File: src/rtl/ghostbus_fanout.sv
// ghostbus_fanout: decodes one ghostbus host port into NCH address windows
// and returns read data through a tagged, fixed-latency readback pipe.
module ghostbus_fanout #(
    parameter int              AW         = 24,
    parameter int              DW         = 32,
    parameter int              NCH        = 4,
    parameter int              SUB_AW     = 8,
    parameter logic [AW-1:0]   BASE       = 24'h001000,
    parameter int              FWD_STAGES = 1,
    parameter int              RD_LAT     = 2,
    parameter int              RB_STAGES  = 1,
    parameter logic [DW-1:0]   MISS_VAL   = 32'hDEADBEEF
) (
    input  logic                gb_clk,
    input  logic                gb_rst,
    input  logic [AW-1:0]       gb_addr,
    input  logic [DW-1:0]       gb_wdata,
    input  logic                gb_wen,
    input  logic                gb_rstb,
    output logic [DW-1:0]       gb_rdata,
    output logic                gb_rvalid,
    output logic [SUB_AW-1:0]   ch_addr,
    output logic [DW-1:0]       ch_wdata,
    output logic [NCH-1:0]      ch_wen,
    output logic [NCH-1:0]      ch_rstb,
    input  logic [NCH*DW-1:0]   ch_rdata,
    output logic                miss,
    output logic [15:0]         miss_count
);
    localparam int CW = NCH > 1 ? $clog2(NCH) : 1;
    localparam int FD = FWD_STAGES > 0 ? FWD_STAGES : 1;
    localparam int TD = RD_LAT > 0 ? RD_LAT : 1;
    localparam logic [AW:0] SPAN = (AW+1)'(NCH) << SUB_AW;

    typedef struct packed {
        logic              wen;
        logic              rstb;
        logic              rd;
        logic              hit;
        logic              miss;
        logic [CW-1:0]     chan;
        logic [SUB_AW-1:0] addr;
        logic [DW-1:0]     wdata;
    } fwd_t;

    typedef struct packed {
        logic          rd;
        logic          hit;
        logic [CW-1:0] chan;
    } tag_t;

    // One extra bit keeps addresses below BASE from wrapping into a window
    logic [AW:0] off;
    logic        hit;
    assign off = {1'b0, gb_addr} - {1'b0, BASE};
    assign hit = !off[AW] && off < SPAN;

    fwd_t s0, fin;
    fwd_t pipe [FD];
    always_comb begin
        s0.wen   = gb_wen & hit & ~gb_rst;
        s0.rstb  = gb_rstb & hit & ~gb_rst;
        s0.rd    = gb_rstb & ~gb_rst;
        s0.hit   = hit;
        s0.miss  = (gb_wen | gb_rstb) & ~hit & ~gb_rst;
        s0.chan  = off[SUB_AW +: CW];
        s0.addr  = off[SUB_AW-1:0];
        s0.wdata = gb_wdata;
    end

    always_ff @(posedge gb_clk) begin
        if (gb_rst) begin
            for (int i = 0; i < FD; i++) pipe[i] <= '0;
        end else begin
            pipe[0] <= s0;
            for (int i = 1; i < FD; i++) pipe[i] <= pipe[i-1];
        end
    end
    assign fin = FWD_STAGES == 0 ? s0 : pipe[FD-1];

    logic              fin_stb;
    logic [SUB_AW-1:0] h_addr;
    logic [DW-1:0]     h_wdata;
    assign fin_stb  = fin.wen | fin.rstb;
    assign ch_addr  = fin_stb ? fin.addr : h_addr;
    assign ch_wdata = fin_stb ? fin.wdata : h_wdata;
    assign ch_wen   = NCH'(fin.wen) << fin.chan;
    assign ch_rstb  = NCH'(fin.rstb) << fin.chan;
    assign miss     = fin.miss;

    always_ff @(posedge gb_clk) begin
        if (gb_rst) begin
            h_addr     <= '0;
            h_wdata    <= '0;
            miss_count <= '0;
        end else begin
            if (fin_stb) begin
                h_addr  <= fin.addr;
                h_wdata <= fin.wdata;
            end
            if (fin.miss && miss_count != 16'hFFFF) miss_count <= miss_count + 16'd1;
        end
    end

    tag_t t0, emerge;
    tag_t tags [TD];
    assign t0 = '{rd: fin.rd, hit: fin.hit, chan: fin.chan};

    always_ff @(posedge gb_clk) begin
        if (gb_rst) begin
            for (int i = 0; i < TD; i++) tags[i] <= '0;
        end else begin
            tags[0] <= t0;
            for (int i = 1; i < TD; i++) tags[i] <= tags[i-1];
        end
    end
    assign emerge = RD_LAT == 0 ? t0 : tags[TD-1];

    logic [DW-1:0] sel;
    assign sel = emerge.hit ? ch_rdata[DW*int'(emerge.chan) +: DW] : MISS_VAL;

    // Only the output stage holds its word between reads
    logic [DW-1:0]        rb_d [RB_STAGES];
    logic [RB_STAGES-1:0] rb_v;
    always_ff @(posedge gb_clk) begin
        if (gb_rst) begin
            rb_v <= '0;
            for (int i = 0; i < RB_STAGES; i++) rb_d[i] <= '0;
        end else begin
            rb_v[0] <= emerge.rd;
            if (RB_STAGES > 1 || emerge.rd) rb_d[0] <= sel;
            for (int i = 1; i < RB_STAGES; i++) begin
                rb_v[i] <= rb_v[i-1];
                if (i < RB_STAGES-1 || rb_v[i-1]) rb_d[i] <= rb_d[i-1];
            end
        end
    end
    assign gb_rdata  = rb_d[RB_STAGES-1];
    assign gb_rvalid = rb_v[RB_STAGES-1];
endmodule
File: config.mk
export PLATFORM = sky130hd
export DESIGN_NAME = ghostbus_fanout
export DESIGN_NICKNAME = d
export VERILOG_FILES = /design/src/rtl/ghostbus_fanout.sv
export SDC_FILE = /design/constraint.sdc
export NUM_CORES = 1
export LEC_CHECK = 0
export ABC_AREA = 1
export BUFFER_PORTS_ARGS = -buffer_cell sky130_fd_sc_hd__buf_4
export CORE_MARGIN = 10
export CORE_UTILIZATION = 39
export DETAILED_ROUTE_END_ITERATION = 10
export PLACE_DENSITY = 0.68
export SLEW_MARGIN = 20
export SYNTH_ARGS = -nofsm -noshare
export SYNTH_HDL_FRONTEND = slang
export SYNTH_SLANG_ARGS = --single-unit
File: constraint.sdc
create_clock -name gb_clk -period 2.1 [get_ports gb_clk]
set_input_delay 0.42 -clock gb_clk [delete_from_list [all_inputs] [get_ports gb_clk]]
set_output_delay 0.42 -clock gb_clk [all_outputs]
set_load 0.1 [all_outputs]
; Word level (Yosys, flattened, before mapping)
; Memories as Yosys holds them, arrays and structs flattened.
; Cells that the tools add are included.
[op_classes]
n_addsub = 2
multipliers = 0
div = 0
n_lt_le_gt_ge = 1
n_eq_ne = 1
shift = 3
mux = 15
n_bitwise = 13
n_reduce_logical = 5
[op_table]
columns = op, count
row1 = $shiftx A128 B8 Y32, 1
row2 = $mux W32, 3
row3 = $mux W47, 1
row4 = $reduce_or A47 Y1, 1
row5 = $reduce_or A32 Y1, 1
row6 = $lt A25 B11 Y1 const B, 1
row7 = $sub A24 B13 Y25 const B, 1
row8 = $add A16 B1 Y16 const B, 1
row9 = $ne A16 B16 Y1 const B, 1
row10 = $mux W1, 8
row11 = $mux W4, 2
row12 = $mux W8, 1
row13 = $shl A1 B2 Y4, 2
row14 = $and A1 B1 Y1, 7
row15 = $or A1 B1 Y1, 4
row16 = $logic_and A1 B1 Y1, 2
row17 = $not A1 Y1, 2
row18 = $logic_not A1 Y1, 1
[totals]
register_bits = 57
latch_bits = 0
ramBits = 87
romBits = 0
elab_cells = 47
mem_count = 3
[mem_list]
columns = name, words, word_bits, read_ports, rd_ports_with_merged_regs, wr, line
row1 = pipe, 1, 47, 1, 0, 1, 59  ; fwd_t pipe [FD];
row2 = rb_d, 1, 32, 1, 0, 1, 123  ; logic [DW-1:0] rb_d [RB_STAGES];
row3 = tags, 2, 4, 2, 0, 2, 106  ; tag_t tags [TD];

; Depth between registers and ports, before layout
; Gate-level depths: netlist of run 1.
[logic_depth]
word_depth = 7
mapped_depth = 11
depth_no_buf = 11

; Least setup slack after synthesis of run 1
; Ideal clock, no wire load.
[synth_path]
kind = register to output
start = mem pipe[0][41] (netlist name)
end = out ch_rstb[3]
arrival_ns = 2.531
path_slack_ns = -0.851
stages_incl_launch_ff = 3
n_path_buf = 0
path_cell_list = dfxtp_1 inv_1 nor3_1
[synth_between]
elab_chain_len = 2
[synth_lines]
columns = item, line
row1 = "start, declared", 59
row2 = $mem_v2 Z1 W47, n/a
row3 = $shl A1 B2 Y4, 88  ; assign ch_rstb = NCH'(fin.rstb) << fin.chan;
row4 = "end, declared", 25  ; output logic [NCH-1:0] ch_rstb,
; Every way passes these cells.

; Final worst setup path of run 1
[layout_path]
start = mem pipe[0][46] (netlist name)
end = out ch_wdata[22]
[layout_between]
elab_chain_len = 3
[layout_lines]
columns = item, line
row1 = $mem_v2 Z1 W47, n/a
row2 = $or A1 B1 Y1, 84  ; assign fin_stb = fin.wen | fin.rstb;
row3 = $mux W32, n/a
row4 = "end, declared", 23  ; output logic [DW-1:0] ch_wdata,
; Every way passes these cells.

==> results of run 1 <==
-- area by class of cell --
class                      count  area, um2
multi-input combinational    530       2510
tap                          220        275
sequential                   144       3220
timing repair buffer         301       2520
clock inverter                12       96.3
clock buffer                  20        458
inverter                     176        661
fill                        1538       6780
-- critical path, cell delays in order, from the launching register on --
cell and delay [ns]:
dfxtp_2 0.34, nor2_4 0.12, buf_12 0.15, clkbuf_16 0.19
nand2_1 0.05, o21ai_1 0.10, inv_1 0.08, buf_6 0.18
-- cell usage in the layout, fill, tap and decap left out, drive strengths merged --
| cell | count |
|---|---|
| dfxtp | 112 |
| xor2 | 9 |
| buf | 298 |
| inv | 183 |
| o21ai | 109 |
| nor3b | 2 |
| clkinvlp | 2 |
| nor3 | 14 |
| o221ai | 24 |
| a31oi | 1 |
| nand3 | 9 |
| o21bai | 1 |
| clkbuf | 23 |
| a21oi | 24 |
| xnor2 | 4 |
| clkinv | 3 |
| ha | 2 |
| nand4 | 1 |
| edfxtp | 32 |
| or2 | 1 |
| nor2 | 198 |
| nand2 | 131 |
-- kinds of logic (layout without fill, tap and decap cells) --
family                   Yosys count  after routing  share of synthesized area, %
AND/OR/NAND/NOR                  356            356                          21.7
buffers and inverters            222            509                          13.2
adder cells (fa/ha/maj)            2              2                         0.382
XOR/XNOR                          13             13                          1.74
AO/OA/AOI/OAI                    159            159                          14.1
flip-flops                       144            144                          48.9
-- power by group through the flow --
stage / logic [W] / registers, W / clock network [W]
floorplan: 0.000194 / 0.00327 / 0
detailed placement: 0.000840 / 0.00301 / 0
finish: 0.000837 / 0.00295 / 0.00282
global placement: 0.000837 / 0.00301 / 0
global route: 0.000897 / 0.00296 / 0.00300
CTS: 0.000843 / 0.00295 / 0.00289
-- path summary, 6_finish.rpt --
path	startpoint	endpoint	slack, ns	cells past startpoint
setup / recovery	pipe[0][46]	ch_wdata[22]	0.05	7
hold / removal	gb_wdata[11]	pipe[0][11]	0.19	3
setup reg to reg	tags[0][4]	rb_d[0][20]	0.38	3
hold reg to reg	tags[0][0]	tags[0][4]	0.40	2
-- repair_timing --
action,CTS,global route
gates resized for setup,0,50
endpoints found under the hold margin,0,0
endpoints found under the setup margin,36,39
pin swaps,1,1
setup buffers,1,1
gates cloned,0,3
-- layer usage --
layer	routed length, um	vias up	share of wire [%]	global-route usage (%)
met2	10400	243	48	30.3
met4	386	0	1.8	6.28
li1	-	3310	-	-
met1	8580	2854	40	20.2
met5	0	-	0	0
met3	2120	26	9.9	6.22
-- registers in the layout (all words and copies together) (netlist names) --
signal      count
h_wdata        32
h_addr          8
gb_rvalid       1
rb_d           32
miss_count     16
pipe           47
tags            8
-- through the flow --
step | util [%] | hold slack (ns) | instances | setup TNS [ns]
6_report | 59.0 | 0.195 | 1403 | 0
5_1_grt | 59.0 | 0.189 | 1403 | -0.0742
4_1_cts | 57.3 | 0.180 | 1399 | 0
3_5_place_dp | 53.9 | 0.392 | 1366 | 0
3_3_place_gp | 53.9 | 0.389 | 1366 | 0
2_1_floorplan | - | 0.388 | 896 | -6.38
==> metrics.md, run 1 <==
| Metric | Value |
|---|---|
| Max clock buf depth | 2 |
| Worst-path clk slew | 0.07 ns |
| Clock latency on the worst-skew pair | 0.42 ns |
| Gpl congestion | 0.894 |
| Lkg Pwr | 5.11 nW |
| Antenna Nets Post-Route | 0 |
| Status | completed |
| Area Overhead vs Synth | 48.9% |
| Final WL | 21.4 mm |
| Die extent in x | 150 um |
| Nets | 1360 |
| Detailed-route DRC error count | 0 |
| Final setup margin | 0.0536 ns |
| Crit path max fanout | 19 |
| Cts hold-fix bufs | 0 |
| Cell Area, Placed | 8910 um2 |
| Switching Fraction | 26.5% |
| Die Area | 22400 um2 |
| Diode count | 0 |
| H-tree levels | 4 |
| PD cells | 677 nW/um2 |
| Vias | 6433 |
| GRT Total Usage | 17.8% |
| Final Total Pwr | 0.00660 W |
| Pre-CTS setup slack | 0.373 ns |
| Syn Inst Count | 896 |
| Unique cell type count in the Yosys netlist | 31 |
| Startpoint Class | register |
| Num CTS Buffers | 17 |
| DRT iter0 DRCs | 326 |
| Cell Rows | 47 |
| CTS Root Cell | clkbuf_16 |
| Post-route cell area | 9750 um2 |
| Main flop type after synthesis | dfxtp_1 |
| DR vias/cell | 4.59 |
| Post-DP HPWL | 15.6 mm |
| CP arrival | 1.63 ns |
| # setup viols final | 0 |
| RSZ-0062 raised after global routing | yes |
| First-pass GRT wire length | 31.9 mm |
| Crit path required time | 1.68 ns |
| Worst Skew | 0.0124 ns |
| Die Ht | 150 um |
| Synth top cells by count | 198 x nor2_1, 175 x inv_1, 127 x nand2_1, 112 x dfxtp_1, 65 x o21ai_0 |
| Core Area | 16500 um2 |
| DR WL/cell | 15.3 um |
| Power Internal | 0.00485 W |
| Final slew viol count | 0 |
| YS warnings | 0 |
| Register bit total from synthesis | 144 |
| VDD IR max | 0.566 mV |
| Top cell type by total area after synthesis | dfxtp_1 |
| Post-synth EDFFs | 32 |
| Slew headroom | 31.1% |
| Max frequency | 489 MHz |
| Final Cycle Share | 97.4% |
| Synth Area per Inst | 7.31 um2 |
| Largest net degree at the start of global routing | 92 |
| Logic pwr share | 12.7% |
| Synth Cell Area | 6550 um2 |
| Share of cells above drive strength 1 | 31.4% |
| Vias in the first global route | 6040 |
| Register area share after synthesis | 48.9% |
| Net switching power figure | 0.00175 W |
| CTS tree | built |
| Min Tclk post-route | 2.05 ns |
| Sequential power share | 44.7% |
| Worst Tran Pin Value | 1.03 ns |
| Area share of the largest cell type after synthesis | 34.3% |
| Clock group share of total power | 42.7% |
| Hold/Removal Path Class | input pin to register |
| Io pins | 286 |
| Async SR Flop Fraction | 0% |
| Number of port buffers | 285 |
| Total grt overflow | 0 |
| Initial antenna violation count | 0 |
| Initial Util | 39.6% |
| CP endpoint kind | output port |
| Max-cap violations | 0 |
| Syn Nets | 1086 |
| Top cells by area, synth | dfxtp_1 34%, edfxtp_1 15%, nor2_1 11% |
| Most common cell in the netlist | nor2_1 |
| Endpoints failing hold | 0 |
| Critical path type | register to output port |
| Router iterations before antenna repair | 4 |
| Clock sink total | 144 |
No activity file was read; power rests on OpenSTA's default activity.
==> run 2, diff against run 1 <==
--- a/config.mk
+++ b/config.mk
@@ -8,9 +8,9 @@
 export ABC_AREA = 1
 export BUFFER_PORTS_ARGS = -buffer_cell sky130_fd_sc_hd__buf_4
 export CORE_MARGIN = 10
-export CORE_UTILIZATION = 39
+export CORE_UTILIZATION = 40
 export DETAILED_ROUTE_END_ITERATION = 10
-export PLACE_DENSITY = 0.68
+export PLACE_DENSITY = 0.69
 export SLEW_MARGIN = 20
 export SYNTH_ARGS = -nofsm -noshare
 export SYNTH_HDL_FRONTEND = slang
==> run 2 against run 1 <==
The run now ends with negative setup slack left. Design area increased by 6.2%. First-iteration DRC count is 30% higher. Utilization rose by 6.0 points. Sequential cell count did not move. Sequential share of layout area decreased by 1.9 points. Global-route usage rose by 1.1 points. Via count rose by 4.0%. Critical path type unchanged. Largest cell class unchanged. Highest routed layer unchanged.
==> metrics.md, run 2 (same netlist as run 1, synthesis figures left out) <==
| Metric | Value |
|---|---|
| DR WL/cell | 16.8 um (+10%) |
| Worst-path clk slew | 0.06 ns (about the same) |
| Most Used Layer, Global Route | met2 |
| Die Area | 21900 um2 (-2.2%) |
| RSZ-0062 raised after global routing | yes |
| Cts hold-fix bufs | 0 (unchanged) |
| Gpl congestion | 0.859 (-3.9%) |
| Antenna Nets Post-Route | 0 (unchanged) |
| Fin cells | 1408 (+0.36%) |
| Post-DP HPWL | 15.7 mm (+0.90%) |
| Number of port buffers | 285 (unchanged) |
| Largest register FFs | 47 (unchanged) |
| Global Route met3 Usage | 6.41% (+0.19 points) |
| Slew headroom | 31.4% (+0.29 points) |
| Status | complete, but fails checks |
| Max clock buf depth | 2 (unchanged) |
| Commonest cells after routing, fill and taps aside | 253 x buf_4, 196 x nor2_1, 153 x inv_1 |
| Final setup margin | -0.00265 ns (-0.0563 ns) |
| Max frequency | 476 MHz (-2.7%) |
| Logic pwr share | 12.8% (about the same) |
| Failing checks | negative setup slack |
| PD cells | 634 nW/um2 (-6.3%) |
| Clock group share of total power | 42.1% (-0.6 points) |
| GRT Total Usage | 18.9% (+1.1 points) |
| Num CTS Buffers | 17 (unchanged) |
| DRT iter0 DRCs | 423 (+30%) |
| Critical path type | register to output port |
| Worst Skew | 0.0119 ns (-0.000478 ns) |
| Clock latency on the worst-skew pair | 0.42 ns (about the same) |
| Worst Tran Pin Value | 1.03 ns (-0.00281 ns) |
| Switching Fraction | 26.8% (+0.30 points) |
| Min Tclk post-route | 2.10 ns (+0.0563 ns) |
| Fillcell total | 1347 (-12%) |
| Cell Rows | 46 (-2.1%) |
| Max-cap violations | 0 (unchanged) |
| Area Overhead vs Synth | 58.1% |
| Initial antenna violation count | 1 (+1) |
| CP endpoint kind | output port |
| CP arrival | 1.68 ns (+0.05 ns) |
| Largest Register | pipe |
| Lkg Pwr | 5.22 nW (+2.2%) |
| H-tree levels | 4 (unchanged) |
| Final WL | 23.7 mm (+11%) |
| CTS tree | built |
| Io pins | 286 (unchanged) |
| Share of cells above drive strength 1 | 37.0% (+5.7 points) |
| WHS | 0.198 ns (+0.00354 ns) |
| Vias | 6688 (+4.0%) |
| Commonest non-fill, non-tap cell in the layout | buf_4 |
| Startpoint Class | register |
| Top Registers | pipe (47), h_wdata (32), rb_d (32) |
| Core Area | 15900 um2 (-3.5%) |
| Endpoints failing hold | 0 (unchanged) |
| DR vias/cell | 4.75 (+3.6%) |
| CTS Root Cell | clkbuf_16 |
| VDD IR max | 0.521 mV (-8.0%) |
| Crit path max fanout | 10 (-9) |
| Sequential power share | 45.1% (+0.4 points) |
| Detailed-route DRC error count | 0 (unchanged) |
| Initial Util | 41.1% (+1.4 points) |
| GR Util met2 | 32.3% (+2.0 points) |
| Hold/Removal Path Class | input pin to register |
| Final Cycle Share | 100% (+2.7 points) |
| Final slew viol count | 0 (unchanged) |
| # setup viols final | 2 (+2) |
| Met1 usage | 21.7% (+1.5 points) |
| Vias in the first global route | 6285 (+4.1%) |
| Net switching power figure | 0.00176 W (+0.60%) |
| Router iterations before antenna repair | 4 (unchanged) |
| Placed insts | 1359 (-0.51%) |
| Crit path required time | 1.68 ns (about the same) |
| Total grt overflow | 0 (unchanged) |
| Nets | 1369 (+0.66%) |
| Clock sink total | 144 (unchanged) |
| Power Internal | 0.00480 W (-0.92%) |
| Largest net degree at the start of global routing | 107 (+16%) |
| First-pass GRT wire length | 33.4 mm (+4.5%) |
| Die Ht | 148 um (-1.1%) |
| Die extent in x | 148 um (-1.1%) |
## run 2: cell count changes in the layout (fill, tap and decap cells not counted), sizes merged
cell / delta
buf: +6
clkbuf: +2
clkinv: -1
diode: +1
inv: +1
## run 2: power by group through the flow
stage	logic, W	clock network, W	registers, W
global route	0.000903	0.00294	0.00297
global placement	0.000836	0	0.00301
CTS	0.000843	0.00283	0.00295
finish	0.000843	0.00276	0.00296
floorplan	0.000194	0	0.00327
detailed placement	0.000841	0	0.00301
## run 2: worst max-delay path, stage by stage, from the launching register on
cell and delay [ns]:
dfxtp_2 0.33, nor2_4 0.19, buf_6 0.15, buf_16 0.14
nand2_1 0.10, o21ai_2 0.09, inv_1 0.09, buf_12 0.17
## run 2: metrics by stage
step | area, um2 | power, W | setup TNS [ns] | worst slack, ns | util (%)
floorplan | 6560 | 0.00347 | -6.38 | -0.851 | -
global placement | 8870 | 0.00384 | 0 | 0.404 | 55.6
detailed placement | 8870 | 0.00385 | 0 | 0.401 | 55.6
CTS | 9630 | 0.00662 | -0.0475 | -0.0118 | 60.4
global route | 10400 | 0.00681 | -0.668 | -0.0791 | 64.9
finish | 10400 | 0.00657 | -0.00459 | -0.00265 | 64.9
## run 2: final cells by class
class / instances / area, um2 / area share (%)
repair buffers: 310 / 3010 / 29.1
flip-flops and latches: 144 / 3220 / 31.1
multi-input cells: 530 / 2650 / 25.6
clock buffers: 19 / 443 / 4.28
diodes: 1 / 2.50 / 0.0242
well taps: 216 / 270 / 2.61
clock inverters: 12 / 97.6 / 0.943
inverters: 176 / 661 / 6.38
## run 2: worst paths after layout
check | cells past startpoint | to | slack, ns | from
worst max-delay path | 7 | ch_wdata[18] | -0.003 | pipe[0][45]
worst min-delay path | 3 | pipe[0][41] | 0.20 | gb_addr[9]
worst max register to register | 5 | rb_d[0][16] | 0.37 | tags[0][4]
worst min register to register | 2 | tags[0][7] | 0.40 | tags[0][3]
## run 2: routing by layer
| metal | share of wire, % | up-vias |
|---|---|---|
| met4 | 2.9 | 0 |
| met2 | 49 | 271 |
| li1 | - | 3342 |
| met3 | 8.6 | 44 |
| met1 | 39 | 3031 |
| met5 | 0 | - |
## run 2: repair_timing
| action | 4_1_cts | 5_1_grt |
|---|---|---|
| resized for setup | 31 | 153 |
| buffers inserted | 3 | 2 |
| endpoints found under the setup margin | 40 | 40 |
| cloned | 3 | 9 |
| pin swaps | 0 | 1 |
